<file path="src/rtl/io_interval_timer_pkg.sv">
// Shared constants for KV10 I/O responders: device codes, CONO/CONI bit positions,
// responder handshake states and PI decoding.
package io_interval_timer_pkg;

    localparam int unsigned WORD_W = 36;
    localparam int unsigned HALF_W = 18;

    localparam logic [6:0] DEV_TIMER = 7'o070;

    // Bit numbers are PDP-10 style: bit 0 is the MSB of the word.
    localparam int unsigned TMR_PIA      = 33;  // 3-bit field, bits 33-35
    localparam int unsigned TMR_EN       = 32;
    localparam int unsigned TMR_CLR_DONE = 31;
    localparam int unsigned TMR_CLR_CNT  = 30;

    typedef enum logic {
        StIdle,
        StAck
    } io_hs_e;

    function automatic logic [1:7] pi_decode(input logic done, input logic [2:0] pia);
        logic [1:7] req;
        req = '0;
        for (int k = 1; k <= 7; k++) begin
            req[k] = done && (pia == 3'(k));
        end
        return req;
    endfunction

endpackage

</file>
<file path="src/rtl/io_interval_timer_prescaler.sv">
// Free-running divider producing a one-cycle tick every PRESCALE enabled clocks.
module io_prescaler
    import io_interval_timer_pkg::*;
#(
    parameter int unsigned PRESCALE = 20
) (
    input  logic clk_i,
    input  logic rst_ni,
    input  logic enable_i,
    input  logic clear_i,
    output logic tick_o
);

    localparam int unsigned PW = (PRESCALE > 1) ? $clog2(PRESCALE) : 1;
    localparam logic [PW-1:0] LAST = PW'(PRESCALE - 1);

    logic [PW-1:0] cnt_q, cnt_d;

    assign tick_o = enable_i && (cnt_q == LAST);

    always_comb begin
        cnt_d = cnt_q;
        if (clear_i) begin
            cnt_d = '0;
        end else if (enable_i) begin
            cnt_d = tick_o ? '0 : cnt_q + PW'(1);
        end
    end

    always_ff @(posedge clk_i) begin
        if (!rst_ni) begin
            cnt_q <= '0;
        end else begin
            cnt_q <= cnt_d;
        end
    end

endmodule

</file>
<file path="src/rtl/io_interval_timer.sv">
// PDP-10 style programmable interval timer answering CONO/CONI/DATAO/DATAI on the KV10
// I/O bus with a full-interlock handshake and a level PI request on expiry.
module io_interval_timer
    import io_interval_timer_pkg::*;
#(
    parameter logic [6:0]  DEV      = DEV_TIMER,
    parameter int unsigned PRESCALE = 20,
    parameter int unsigned CW       = 18
) (
    input  logic        clk,
    input  logic        reset,
    input  logic [6:0]  io_dev,
    input  logic        io_cond,
    input  logic        io_write,
    input  logic        io_read,
    input  logic [0:35] io_write_data,
    output logic [0:35] io_read_data,
    output logic        io_write_ack,
    output logic        io_read_ack,
    output logic [1:7]  io_pi
);

    io_hs_e        state_q, state_d;
    logic          wr_q, wr_d;
    logic [0:35]   rdata_q, rdata_d;
    logic [2:0]    pia_q, pia_d;
    logic          en_q, en_d;
    logic          done_q, done_d;
    logic [CW-1:0] count_q, count_d;
    logic [CW-1:0] interval_q, interval_d;
    logic [1:7]    pi_q, pi_d;

    logic          sel, do_write, do_read, cono, datao, clr_cnt;
    logic          tick, tick_eff, expire;
    logic [CW:0]   cnt_inc;
    logic [0:35]   coni_word, datai_word;

    io_prescaler #(
        .PRESCALE (PRESCALE)
    ) u_prescaler (
        .clk_i    (clk),
        .rst_ni   (reset),
        .enable_i (en_q),
        .clear_i  (clr_cnt),
        .tick_o   (tick)
    );

    // Handshake: side effects happen only on the IDLE->ACK edge, so a held request
    // is serviced exactly once. A write wins over a simultaneous read.
    always_comb begin
        sel      = (io_dev == DEV);
        state_d  = state_q;
        wr_d     = wr_q;
        do_write = 1'b0;
        do_read  = 1'b0;
        unique case (state_q)
            StIdle: begin
                if (sel && io_write) begin
                    state_d  = StAck;
                    wr_d     = 1'b1;
                    do_write = 1'b1;
                end else if (sel && io_read) begin
                    state_d  = StAck;
                    wr_d     = 1'b0;
                    do_read  = 1'b1;
                end
            end
            StAck: begin
                if (wr_q ? !io_write : !io_read) begin
                    state_d = StIdle;
                end
            end
            default: state_d = StIdle;
        endcase
    end

    always_comb begin
        coni_word                    = '0;
        coni_word[TMR_PIA +: 3]      = pia_q;
        coni_word[TMR_EN]            = en_q;
        coni_word[TMR_CLR_DONE]      = done_q;
        datai_word                   = {HALF_W'(interval_q), HALF_W'(count_q)};

        rdata_d = rdata_q;
        if (do_read) begin
            rdata_d = io_cond ? coni_word : datai_word;
        end else if (state_d == StIdle) begin
            rdata_d = '0;
        end
    end

    // A write that clears the count swallows a coincident tick; a coincident expiry
    // beats clear-done so no interrupt is lost.
    always_comb begin
        cono     = do_write && io_cond;
        datao    = do_write && !io_cond;
        clr_cnt  = datao || (cono && io_write_data[TMR_CLR_CNT]);
        tick_eff = tick && !clr_cnt;
        cnt_inc  = {1'b0, count_q} + (CW + 1)'(1);
        expire   = tick_eff && (interval_q != '0) && (cnt_inc == {1'b0, interval_q});

        count_d = count_q;
        if (tick_eff) begin
            count_d = expire ? '0 : cnt_inc[CW-1:0];
        end
        if (clr_cnt) begin
            count_d = '0;
        end

        interval_d = datao ? CW'(io_write_data[HALF_W:WORD_W-1]) : interval_q;
        pia_d      = cono ? io_write_data[TMR_PIA +: 3] : pia_q;
        en_d       = cono ? io_write_data[TMR_EN] : en_q;

        done_d = done_q;
        if (cono && io_write_data[TMR_CLR_DONE]) begin
            done_d = 1'b0;
        end
        if (expire) begin
            done_d = 1'b1;
        end

        pi_d = pi_decode(done_q, pia_q);
    end

    always_ff @(posedge clk) begin
        if (!reset) begin
            state_q    <= StIdle;
            wr_q       <= 1'b0;
            rdata_q    <= '0;
            pia_q      <= '0;
            en_q       <= 1'b0;
            done_q     <= 1'b0;
            count_q    <= '0;
            interval_q <= '0;
            pi_q       <= '0;
        end else begin
            state_q    <= state_d;
            wr_q       <= wr_d;
            rdata_q    <= rdata_d;
            pia_q      <= pia_d;
            en_q       <= en_d;
            done_q     <= done_d;
            count_q    <= count_d;
            interval_q <= interval_d;
            pi_q       <= pi_d;
        end
    end

    assign io_write_ack = (state_q == StAck) && wr_q;
    assign io_read_ack  = (state_q == StAck) && !wr_q;
    assign io_read_data = rdata_q;
    assign io_pi        = pi_q;

endmodule

</file>
<file path="config.mk">
export PLATFORM = sky130hd
export DESIGN_NAME = io_interval_timer
export DESIGN_NICKNAME = d
export VERILOG_FILES = /design/src/rtl/io_interval_timer_pkg.sv /design/src/rtl/io_interval_timer_prescaler.sv /design/src/rtl/io_interval_timer.sv
export SDC_FILE = /design/constraint.sdc
export NUM_CORES = 1
export LEC_CHECK = 0
export CORE_AREA = 2 2 96 89
export CTS_CLUSTER_DIAMETER = 200
export DETAILED_ROUTE_END_ITERATION = 10
export DIE_AREA = 0 0 98 91
export PLACE_DENSITY = 0.9
export SYNTH_ARGS = -nofsm -noshare
export SYNTH_HDL_FRONTEND = slang
export SYNTH_SLANG_ARGS = --single-unit
</file>
<file path="constraint.sdc">
create_clock -name clk -period 5.9 [get_ports clk]
set_input_delay 0.59 -clock clk [delete_from_list [all_inputs] [get_ports clk]]
set_output_delay 0.59 -clock clk [all_outputs]
set_load 0.02 [all_outputs]
</file>
==> run metrics <==
all-layer global routing usage=between 20% and 30%; CTS Buf Count=9; # Max-Cap Violations=0; Vias/cell=5.99; cells on worst reg2reg path=8; grt total ovfl=0; worst r2r src=count_q[0]; Iter 0 DRT Violations=368; CP Class=input pin to register; clk_skew=0.0129 ns; Routed Antenna Nets=0; leak pwr=around 1.8 nW; fin. max-slew vios=0; CP Max Fanout=17; I/O Pins=93; Initial Util=54.3%; Remaining DRCs=0; register area share after synthesis=between 40% and 50%; Hold Path Class=register to register; WL/cell=roughly 18 um; Yosys top cell by area=dfxtp_1; diodes inserted=0; R2R Setup Slk=2.96 ns; worst slew pin tran=between 1 and 1.5 ns; Max IR drop VDD=241 uV; Rel. slew slack=13.5%; largest net degree at the start of global routing=67; Achievable Freq=between 300 and 400 MHz; Arrival @ worst endpoint=~3.3 ns; most frequent cells in the layout=91 x dfxtp_1, 74 x clkdlybuf4s50_1, 62 x nor2b_1, 36 x a22oi_1, 30 x nor2_1; Reg clk slew, reported paths=around 0.090 ns; synthesized cell area=around 4300 um^2; RSZ-0062 raised after global routing=false; # clock sinks=91; Clock Tree Root=clkbuf_8; Post-Layout Cell Count=about 620; Netlist cell types=50; worst hold path depth=2; Max clock buf depth=2; Net Count, Synth=about 500; Storage cell area=1820 um^2; share of synthesized registers carrying an async set or reset=0%; NumNets Final=around 560; share of cells above drive strength 1=~5.6%; initial antenna violation count=0; Final Cycle Share=between 50 and 60%; Most used DFF post-synth=dfxtp_1; Finished Core Util=65.9%; RePlAce Congestion=0.908; vias in the first global route=~3.7k; post-CTS setup buffer count=0; post-synthesis register bit count=91; drt total wl=approximately 11000 um; dpl cells=between 600 and 700; DR vias=3700; Hold Vio Cnt, Final=0; clock latency on the worst-skew pair=between 0.3 and 0.4 ns; outcome=completed; CP endpoint kind=register; Die W=between 90 and 100 um; Pre-antenna DRT Iters=5; Post-Syn Instances=between 400 and 500; Worst Hold End=u_prescaler.cnt_q[4]; post-layout minimum cycle time=~3.1 ns; PortBufs=74; # rows=31; largest cells by area after synthesis=dfxtp_1 43%, nor2b_1 9.1%, a22oi_1 6.3%; height of the die=between 90 and 100 um; CP required=around 6 ns; pwr dens=about 210 nW/um^2; most common cell after layout, fill and taps aside=dfxtp_1; CTS tree=built; # fillers=570; dpl hpwl=roughly 7600 um; CTS H-tree depth=3; kind of start point of the critical path=input pin; CTS Hold Bufs=0; Multi-input gate area=2270 um^2; die area=a little under 9000 um^2; synthesis-to-finish area growth=21.5%; setup_tns=0 ns; Mean Syn Cell Area=a little over 9 um^2; R2R Path End=count_q[10]; Post-CTS Resized=0; core area=7870 um^2; number of flops mapped to enable cells by yosys=0; Ys Warns=0; first-pass GRT wire length=18100 um; hold_sp=u_prescaler.cnt_q[4]; endpoints failing setup=0; area share of the largest cell type after synthesis=42.6%
## Yosys cell counts (all sizes together) (3+ instances only)
master,n
inv,3
nor2,31
and4,3
a311oi,11
and3,11
a211o,5
o21a,3
nor2b,62
nor3,9
clkbuf,22
nand2b,3
nand3,10
nor4,5
o2111ai,3
xnor2,14
and2,7
a21oi,15
xor2,14
nand4,5
mux2i,24
buf,14
o21ai,15
dfxtp,91
nand2,17
nor3b,4
mux2,5
a22oi,36
## flip-flops by register name, indices dropped and copies added (netlist names)
register	flops
count_q	18
done_q	1
en_q	1
interval_q	18
io_pi	7
io_read_data	36
pia_q	3
state_q	1
u_prescaler.cnt_q	5
wr_q	1
## worst max path at each step
stage	start	to	slack [ns]	depth (start not counted)
final	io_cond	count_q[10]	2.79	8
after global routing	io_cond	count_q[10]	2.62	8
after CTS	io_cond	count_q[2]	2.87	8
after detailed placement	io_cond	count_q[6]	2.47	8
after global placement	io_cond	count_q[15]	2.55	8
after floorplan	count_q[0]	count_q[15]	3.46	10
## worst max-delay path: stages
cell             delay [ns]
clkdlybuf4s50_1        0.67
inv_1                  0.10
o2111ai_1              0.61
o2111ai_1              0.23
nor4_1                 0.29
nand4_1                0.26
o21bai_4               0.46
a311oi_1               0.10
## cell type report
class / count / share of cell area [%]
inverter: 3 / 0.217
clock inverter: 6 / 1.40
sequential: 91 / 35.1
multi-input combinational: 333 / 43.7
tap: 99 / 2.39
clock buffer: 10 / 2.65
timing repair buffer: 76 / 14.6
## per-layer routing
metal / wire [um] / vias to the layer above / track usage, %
met5: 0 / - / 0
met4: 269 / 0 / 10.1
met3: 915 / 27 / 5.54
met2: 5100 / 151 / 39.6
met1: 4560 / 1767 / 32.8
li1: - / 1755 / -
## kinds of logic (layout without fill, tap and decap cells)
| logic type | after synthesis | after routing | synth area share [%] |
|---|---|---|---|
| and+or+nand+nor | 175 | 175 | 23.2 |
| AOI/OAI and AO/OA | 99 | 99 | 16.6 |
| DFF | 91 | 91 | 42.6 |
| buffers and inverters | 39 | 95 | 4.31 |
| muxes | 29 | 29 | 6.94 |
| xor gates and xnor gates | 28 | 28 | 5.74 |
| adders and majority gates | 2 | 2 | 0.586 |
## per-stage QoR
stage	hold slack, ns	power (mW)	area (um^2)	setup slack, ns
after floorplan	0.460	0.646	4270	3.46
final	0.518	1.09	5190	2.79
after global routing	0.562	1.12	5190	2.62
after CTS	0.526	1.10	5190	2.87
after global placement	0.473	0.668	4980	2.55
after detailed placement	0.507	0.669	4980	2.47
## where the power goes
part / internal (mW) / switching [mW] / total, mW
Clock: 0.211 / 0.228 / 0.440
Sequential: 0.614 / 0.000390 / 0.614
Combinational: 0.0255 / 0.0148 / 0.0403
Total: 0.850 / 0.244 / 1.09
Note: power is estimated with default switching activity, not from simulation.
